[config.mk]
export PLATFORM = sky130hd
export DESIGN_NAME = ctrl_tx_arb
export DESIGN_NICKNAME = d
export VERILOG_FILES = /design/src/rtl/ctrl_tx_arb.sv
export SDC_FILE = /design/constraint.sdc
export NUM_CORES = 1
export LEC_CHECK = 0
export CORE_AREA = 2 2 78 80
export DETAILED_ROUTE_END_ITERATION = 10
export DIE_AREA = 0 0 80 82
export PLACE_DENSITY = 0.82
export SYNTH_ARGS = -nofsm -noshare
export SYNTH_HDL_FRONTEND = slang
export SYNTH_SLANG_ARGS = --single-unit
[constraint.sdc]
create_clock -name clk -period 2.6 [get_ports clk]
set_clock_uncertainty 0.2 [all_clocks]
set_input_delay 0.26 -clock clk [delete_from_list [all_inputs] [get_ports clk]]
set_output_delay 0.26 -clock clk [all_outputs]
set_load 0.01 [all_outputs]
[src/rtl/ctrl_tx_arb.sv]
// Round-robin transmit sequencer: buffers one framed response per source and
// feeds the bytes LSB-first to a UART transmitter using a busy-edge handshake.
module ctrl_tx_arb #(
  parameter int unsigned DATA_WIDTH = 8,
  parameter int unsigned N_SRC      = 2,
  parameter int unsigned MAX_BYTES  = 2,
  parameter int unsigned LEN_W      = $clog2(MAX_BYTES + 1)
) (
  input  logic                                  clk,
  input  logic                                  reset,
  input  logic [N_SRC-1:0]                      src_send,
  input  logic [N_SRC*MAX_BYTES*DATA_WIDTH-1:0] src_data,
  input  logic [N_SRC*LEN_W-1:0]                src_len,
  output logic [N_SRC-1:0]                      src_ack,
  output logic [N_SRC-1:0]                      src_ovf,
  input  logic                                  uart_tx_busy,
  output logic [DATA_WIDTH-1:0]                 uart_tx_p_data,
  output logic                                  uart_tx_d_vld,
  output logic                                  ctrl_busy
);

  localparam int unsigned FrameW = MAX_BYTES * DATA_WIDTH;
  localparam int unsigned PtrW   = (N_SRC > 1) ? $clog2(N_SRC) : 1;

  typedef enum logic [1:0] {StIdle, StSend, StWaitBusy} state_e;

  state_e                  state_q;
  logic [N_SRC-1:0]        pending_q;
  logic [FrameW-1:0]       slot_q     [N_SRC];
  logic [LEN_W-1:0]        slot_len_q [N_SRC];
  logic [FrameW-1:0]       frame_q;
  logic [LEN_W-1:0]        len_q;
  logic [LEN_W-1:0]        idx_q;
  logic [PtrW-1:0]         rr_q;

  logic                    grant_vld;
  logic [PtrW-1:0]         grant_idx;
  logic [PtrW-1:0]         rr_nxt;
  logic [N_SRC-1:0]        grant_clr;
  logic [LEN_W-1:0]        len_clamp  [N_SRC];
  logic [DATA_WIDTH-1:0]   cur_byte;

  // First pending source at or after the round-robin pointer.
  always_comb begin
    int unsigned cand;
    grant_vld = 1'b0;
    grant_idx = '0;
    for (int unsigned k = 0; k < N_SRC; k++) begin
      cand = (32'(rr_q) + k) % N_SRC;
      if (!grant_vld && pending_q[cand]) begin
        grant_vld = 1'b1;
        grant_idx = PtrW'(cand);
      end
    end
    rr_nxt    = PtrW'((32'(grant_idx) + 1) % N_SRC);
    grant_clr = '0;
    if (state_q == StIdle && grant_vld) begin
      grant_clr[grant_idx] = 1'b1;
    end
  end

  always_comb begin
    for (int unsigned i = 0; i < N_SRC; i++) begin
      len_clamp[i] = src_len[i*LEN_W +: LEN_W];
      if (32'(len_clamp[i]) > MAX_BYTES) begin
        len_clamp[i] = LEN_W'(MAX_BYTES);
      end
    end
  end

  always_comb begin
    cur_byte = '0;
    for (int unsigned k = 0; k < MAX_BYTES; k++) begin
      if (idx_q == LEN_W'(k)) begin
        cur_byte = frame_q[k*DATA_WIDTH +: DATA_WIDTH];
      end
    end
  end

  always_ff @(posedge clk or negedge reset) begin
    if (!reset) begin
      state_q        <= StIdle;
      pending_q      <= '0;
      frame_q        <= '0;
      len_q          <= '0;
      idx_q          <= '0;
      rr_q           <= '0;
      src_ack        <= '0;
      src_ovf        <= '0;
      uart_tx_p_data <= '0;
      uart_tx_d_vld  <= 1'b0;
      ctrl_busy      <= 1'b0;
      for (int unsigned i = 0; i < N_SRC; i++) begin
        slot_q[i]     <= '0;
        slot_len_q[i] <= '0;
      end
    end else begin
      src_ack       <= '0;
      src_ovf       <= '0;
      uart_tx_d_vld <= 1'b0;
      ctrl_busy     <= (|pending_q) || (state_q != StIdle);

      // Capture uses the pre-edge pending flags, so a source granted now still overflows.
      for (int unsigned i = 0; i < N_SRC; i++) begin
        if (src_send[i]) begin
          if (pending_q[i]) begin
            src_ovf[i] <= 1'b1;
          end else begin
            src_ack[i]    <= 1'b1;
            slot_q[i]     <= src_data[i*FrameW +: FrameW];
            slot_len_q[i] <= len_clamp[i];
          end
        end
      end
      pending_q <= (pending_q & ~grant_clr) | (src_send & ~pending_q);

      unique case (state_q)
        StIdle: begin
          if (grant_vld) begin
            frame_q <= slot_q[grant_idx];
            len_q   <= slot_len_q[grant_idx];
            idx_q   <= '0;
            rr_q    <= rr_nxt;
            state_q <= (slot_len_q[grant_idx] == '0) ? StIdle : StSend;
          end
        end
        StSend: begin
          if (!uart_tx_busy) begin
            uart_tx_p_data <= cur_byte;
            uart_tx_d_vld  <= 1'b1;
            idx_q          <= idx_q + 1'b1;
            state_q        <= StWaitBusy;
          end
        end
        StWaitBusy: begin
          if (uart_tx_busy) begin
            state_q <= (idx_q < len_q) ? StSend : StIdle;
          end
        end
        default: state_q <= StIdle;
      endcase
    end
  end

endmodule

==> flow_summary.ini, run 1 <==
[global_route]
grt_first_pass_wirelength_mm = 10.09
grt_usage_pct = 21.16
use_met2_pct = 34.83
grt_overflow = 0
grt_antenna_before_repair = 0
grt_use_met1_pct = 26.01
grt_max_degree = 76
busiest_layer = met2
first_global_vias = 2148
use_met3_pct = 4.615

[routing]
via_per_inst = 5.429
dr.pass1.iters = 6
vias = 1998
routedWlPerCell_um = 16.65
dr.first_iter.drc_count = 137
drt.antenna.violating_nets = 0
drc_errors = 0
drt-total-wl_mm = 6.127

[clock_network]
cts_resized = 0
numCtsBuffers = 9
insertion_delay_ns = 0.34
cts.clk_slew.worst_paths_ns = 0.08
numClockSinks = 75
postCtsSetupRepairBufs = 0
cts_tree = yes
clockBufferDepth = 2
clockRootBuffer = clkbuf_8
cts.htree.levels = 3

[final_layout]
seq_area_um2 = 1877
diodes = 0
syn2layout_area_growth_pct = 27.32
multi_input_area_um2 = 1104
layout.nets = 332
drive_gt1_share_pct = 23.89
nFillCells = 445

[power]
p_comb_share_pct = 37.4
clkPwrFrac_pct = 19.9
p_leak_nw = 1.670
power.density_nw_per_um2 = 1266
seqPwrFrac_pct = 42.8
switchingPower_w = 0.001648
p_int_w = 0.003326
irDropWorstVdd_uv = 638.2
p_sw_share_pct = 33.14

[synthesis]
synth-xor-area-share_pct = 0
synth.top_cell.area_share_pct = 60.80
synth_top_family_by_area = multiplexers
synth_area_leaders = dfrtp_1, mux2_2, a221o_1
async_reset_ff_share_pct = 100.0
synth_ff_type = dfrtp_1
synthDistinctLibCells = 34
synth_edf_count = 0
synth.most_common_cell = dfrtp_1
synth-simple-area-share_pct = 8.877
yosysWarnings = 0
synth_top_cell_by_area = dfrtp_1
ys_top_cells_by_count = dfrtp_1, mux2_2, nor2_1, nor2b_1, a221o_1
synth_area_per_cell_um2 = 13.54
yosysSeqAreaShare_pct = 60.80
synth_nets = 272
synth_fa_ha_area_share_pct = 1.216
syn_inst = 228
ys_seq_elements = 75
synth_compound_area_share_pct = 12.16
synthesis.area_um2 = 3087
muxShareOfSynthArea_pct = 13.42

[sta]
slew_viol_final = 0
setup_tns_ns = 0
final-hold-violation-count = 0
fmax_ghz = 0.5274
max_slew.worst_pin.slew_ns = 0.5704
setup_viol = 0
period_minus_slack_ns = 1.896
maxSlewHeadroom_pct = 61.97
fin_crit_sh_pct = 72.93
rsz0062_at_grt = no
layout_setup_ws_ns = 0.7039

[floorplanning]
core.rowCount = 28
die_w_um = 80
die_area_um2 = 6560
core-area_um2 = 5746
initial_core_util_pct = 53.72
io_pins = 55
die_y_um = 82

[worst_setup_path]
worst-r2r-setup-slack_ns = 0.70
crit_path_start_kind = register
timing.rr.start = idx_q[1]
r2r_end = uart_tx_p_data[3]
critPathKind = reg2reg
crit_path_end_kind = register
crit_family = simple AND/OR/NAND/NOR gates
path_max_fanout = 10
cpPeakStageDelay_ns = 0.48
cp_slowest_cell = nor2b_1
path_buf_inv = 1
arrival_ns = 1.95
path_cells = inv_1, ha_1, nor2b_1, a22oi_1, a21oi_1
reg2reg_depth = 5
required_ns = 2.66

[placement]
hpwl_mm = 4.126
dpl_worst_slack_ns = 0.6534
portBuffers = 54
place_congestion = 0.7788

[run_status]
status = complete, no violations

[hold_path]
min_path_type = in2async

[flow_run]
drv_cap = 0
==> layout by cell type, fill, tap and decap left out, types with 2 or more instances in the layout <==
| cell | instances |
|---|---|
| nand2b_1 | 2 |
| mux2_2 | 35 |
| clkdlybuf4s50_1 | 53 |
| a22oi_1 | 7 |
| a21oi_1 | 12 |
| buf_4 | 5 |
| nand2_1 | 3 |
| a221o_2 | 3 |
| inv_1 | 6 |
| clkinvlp_4 | 2 |
| nand3b_1 | 2 |
| mux2i_1 | 2 |
| dfrtp_1 | 75 |
| nor2b_1 | 17 |
| o21ai_0 | 2 |
| ha_1 | 3 |
| bufinv_16 | 2 |
| a221o_1 | 13 |
| nor2_1 | 18 |
| clkbuf_8 | 10 |
==> what timing repair did <==
item / in CTS / in global routing
hold buffers: 1 / 0
hold endpoints to repair: 75 / 0
endpoints found under the setup margin: 0 / 0
==> power groups by stage <==
stage / clock network, W / logic [W] / registers, W
detailed placement: 0 / 0.00186 / 0.00214
finish: 0.000988 / 0.00186 / 0.00213
floorplan: 0 / 0.00134 / 0.00206
CTS: 0.00101 / 0.00188 / 0.00213
global placement: 0 / 0.00178 / 0.00212
global route: 0.00106 / 0.00206 / 0.00219
==> worst register-to-register path, delay by kind of cell (launching register included) <==
kind	cells	cell delay [ns]
AND/OR/NAND/NOR	1	0.48
flip-flops	1	0.38
AO/OA/AOI/OAI	2	0.38
adder cells (fa/ha/maj)	1	0.31
buffers and inverters	1	0.07
==> worst max path at each step <==
stage,startpoint,to,slack (ns),depth (start not counted)
6_report,idx_q[1],uart_tx_p_data[3],0.70,5
5_1_grt,idx_q[1],uart_tx_p_data[3],0.61,5
4_1_cts,pending_q[1],frame_q[1],0.72,3
3_5_place_dp,src_send[0],slot_q[20],0.65,3
3_3_place_gp,src_send[0],slot_q[20],0.69,3
2_1_floorplan,idx_q[1],uart_tx_p_data[0],1.01,7
==> per-layer routing <==
metal / vias up / routed length (µm)
met5: - / 0
met4: 0 / 131
met3: 12 / 209
met2: 50 / 3184
met1: 1006 / 2602
li1: 930 / -
==> cell type report <==
type / count / area share [%]
repair buffers: 61 / 15.35
clock inverters: 6 / 2.260
well taps: 75 / 2.388
inverters: 7 / 0.6686
clock buffers: 10 / 3.502
flip-flops and latches: 75 / 47.76
multi-input cells: 134 / 28.08
==> cell families (layout without fill, tap and decap cells) <==
kind of cell / count (synthesis) / in the layout
flops: 75 / 75
simple gates: 49 / 49
compound gates: 45 / 45
mux: 37 / 37
buf+inv: 19 / 84
fa+ha+maj: 3 / 3
==> through the flow <==
stage                     cell area, µm²  hold WS, ns  instances  util, %  total power [W]
after floorplan                     3087      -0.2356        228        -         0.003401
after global placement              3694       0.1205        351    64.29         0.003896
after detailed placement            3694       0.1166        351    64.29         0.004006
after CTS                           3930       0.2827        368    68.40         0.005016
after global routing                3930       0.3091        368    68.40         0.005310
final                               3930       0.2631        368    68.40         0.004974
==> flip-flops by register name, indices dropped and copies added (netlist names) <==
register / flops
src_ack: 2
slot_len_q: 4
frame_q: 16
slot_q: 32
ctrl_busy: 1
uart_tx_p_data: 8
len_q: 2
pending_q: 2
src_ovf: 2
state_q: 2
uart_tx_d_vld: 1
rr_q: 1
idx_q: 2
(Power assumes the default switching activity.)
==> run 2: changes to the inputs <==
==> config.mk (replaced) <==
export PLATFORM = sky130hd
export DESIGN_NAME = ctrl_tx_arb
export DESIGN_NICKNAME = d
export VERILOG_FILES = /design/src/rtl/ctrl_tx_arb.sv
export SDC_FILE = /design/constraint.sdc
export NUM_CORES = 1
export LEC_CHECK = 0
export CORE_AREA = 2 2 85 87
export DETAILED_ROUTE_END_ITERATION = 10
export DIE_AREA = 0 0 87 89
export PLACE_DENSITY = 0.73
export SYNTH_ARGS = -nofsm -noshare
export SYNTH_HDL_FRONTEND = slang
export SYNTH_SLANG_ARGS = --single-unit
==> constraint.sdc (replaced) <==
create_clock -name clk -period 1.6 [get_ports clk]
set_clock_uncertainty 0.2 [all_clocks]
set_input_delay 0.16 -clock clk [delete_from_list [all_inputs] [get_ports clk]]
set_output_delay 0.16 -clock clk [all_outputs]
set_load 0.01 [all_outputs]
==> flow_summary.ini, run 2 (synthesis gave the netlist of run 1 again) <==
[placement]
hpwl_mm = 4.344
portBuffers = 54
place_area_um2 = 3867
dpl_worst_slack_ns = -0.1242
place_congestion = 0.7945

[clock_network]
cts_tree = yes
numClockSinks = 75
numCtsBuffers = 9
postCtsSetupRepairBufs = 0
cts.clk_slew.worst_paths_ns = 0.07
cts.htree.levels = 3
insertion_delay_ns = 0.34
clockBufferDepth = 2
clockRootBuffer = clkbuf_8

[sta]
fmax_ghz = 0.6407
fin_crit_sh_pct = 97.55
final-hold-violation-count = 0
period_minus_slack_ns = 1.561
max_slew.worst_pin.slew_ns = 0.3927
slew_viol_final = 0
rsz0062_at_grt = yes
maxSlewHeadroom_pct = 73.82
setup_viol = 0
layout_setup_ws_ns = 0.03912

[global_route]
grt_antenna_before_repair = 0
grt_max_degree = 76
grt_usage_pct = 17.65
grt_overflow = 0
grt_first_pass_wirelength_mm = 10.21
first_global_vias = 2091

[final_layout]
largest_registers = slot_q x32, frame_q x16, uart_tx_p_data x8
drive_gt1_share_pct = 28.10
final_cell_area_um2 = 4099
top_register = slot_q
syn2layout_area_growth_pct = 32.79
diodes = 0
final_core_util_pct = 61.01
final_common_cell = dfrtp_1
largest_reg_flops = 32
layout.nets = 346
final_cell_mix = dfrtp_1, clkdlybuf4s50_1, mux2_2
nFillCells = 545

[worst_setup_path]
arrival_ns = 1.58
crit_path_start_kind = register
timing.rr.start = pending_q[1]
crit_path_end_kind = register
crit_path_start = pending_q[1]
required_ns = 1.62
critPathKind = reg2reg
path_max_fanout = 17

[flow_run]
drv_cap = 0

[routing]
drc_errors = 0
via_per_inst = 5.345
routedWlPerCell_um = 16.22
vias = 2063
drt-total-wl_mm = 6.260
dr.pass1.iters = 4
dr.first_iter.drc_count = 124
drt.antenna.violating_nets = 0

[power]
power.density_nw_per_um2 = 2032
p_leak_nw = 1.783
irDropWorstVdd_uv = 644.8
power_w = 0.008329

[floorplanning]
die_area_um2 = 7743
core.rowCount = 30
die_w_um = 87
io_pins = 55
die_y_um = 89
initial_core_util_pct = 45.94
core-area_um2 = 6719

[hold_path]
min_path_type = in2async

[run_status]
status = complete, no violations
## run 2: area by class of cell
type / count / area (µm²) / area share, %
clock buffer: 11 / 151.4 / 3.694
multi-input combinational: 134 / 1119 / 27.29
inverter: 7 / 26.28 / 0.6410
timing repair buffer: 75 / 774.5 / 18.90
clock inverter: 4 / 50.05 / 1.221
tap: 80 / 100.1 / 2.442
sequential: 75 / 1878 / 45.82
## run 2: timing repair
item | CTS | global route
hold endpoints to repair | 75 | 0
resized for setup | 10 | 7
setup endpoints to repair | 34 | 44
hold buffers | 1 | 0
pin swaps | 0 | 4
## run 2: report_power, final
group          leakage, nW  internal (W)  total, W  switching (W)
combinational        0.786       0.00195   0.00344        0.00149
sequential           0.899       0.00284   0.00342       0.000584
clock               0.0974      0.000794   0.00146       0.000668
total                 1.78       0.00558   0.00833        0.00275
## run 2: worst max-delay path, stage by stage (launching register included)
cell and delay [ns]:
dfrtp_1 0.43, buf_4 0.17, nor2b_4 0.13, buf_12 0.17, mux2_2 0.34
## run 2: metal layers
layer	share of wire [%]	wire, µm	track usage, %	up-vias
li1	-	-	-	956
met3	4.8	301	5.078	12
met1	44	2777	23.34	1043
met5	0	0	0	-
met4	2.2	137	7.670	0
met2	49	3043	27.34	52
## run 2: metrics by stage
step | hold WS (ns) | TNS, ns | cells
after floorplan | -0.3356 | 0 | 228
after global placement | 0.01863 | -2.192 | 370
after detailed placement | 0.02215 | -3.184 | 370
after CTS | 0.1903 | -0.2202 | 386
after global routing | 0.2029 | -0.5325 | 386
final | 0.1783 | 0 | 386
## run 2: worst paths after layout
path	depth (start not counted)	endpoint	slack, ns
worst max-delay path	4	slot_q[1]	0.04
worst min-delay path	3	slot_q[29]	0.18
worst max register to register	4	slot_q[1]	0.04
worst min register to register	1	frame_q[13]	0.30
max in group asynchronous	3	state_q[0]	0.68
min in group clk	3	slot_len_q[0]	0.21
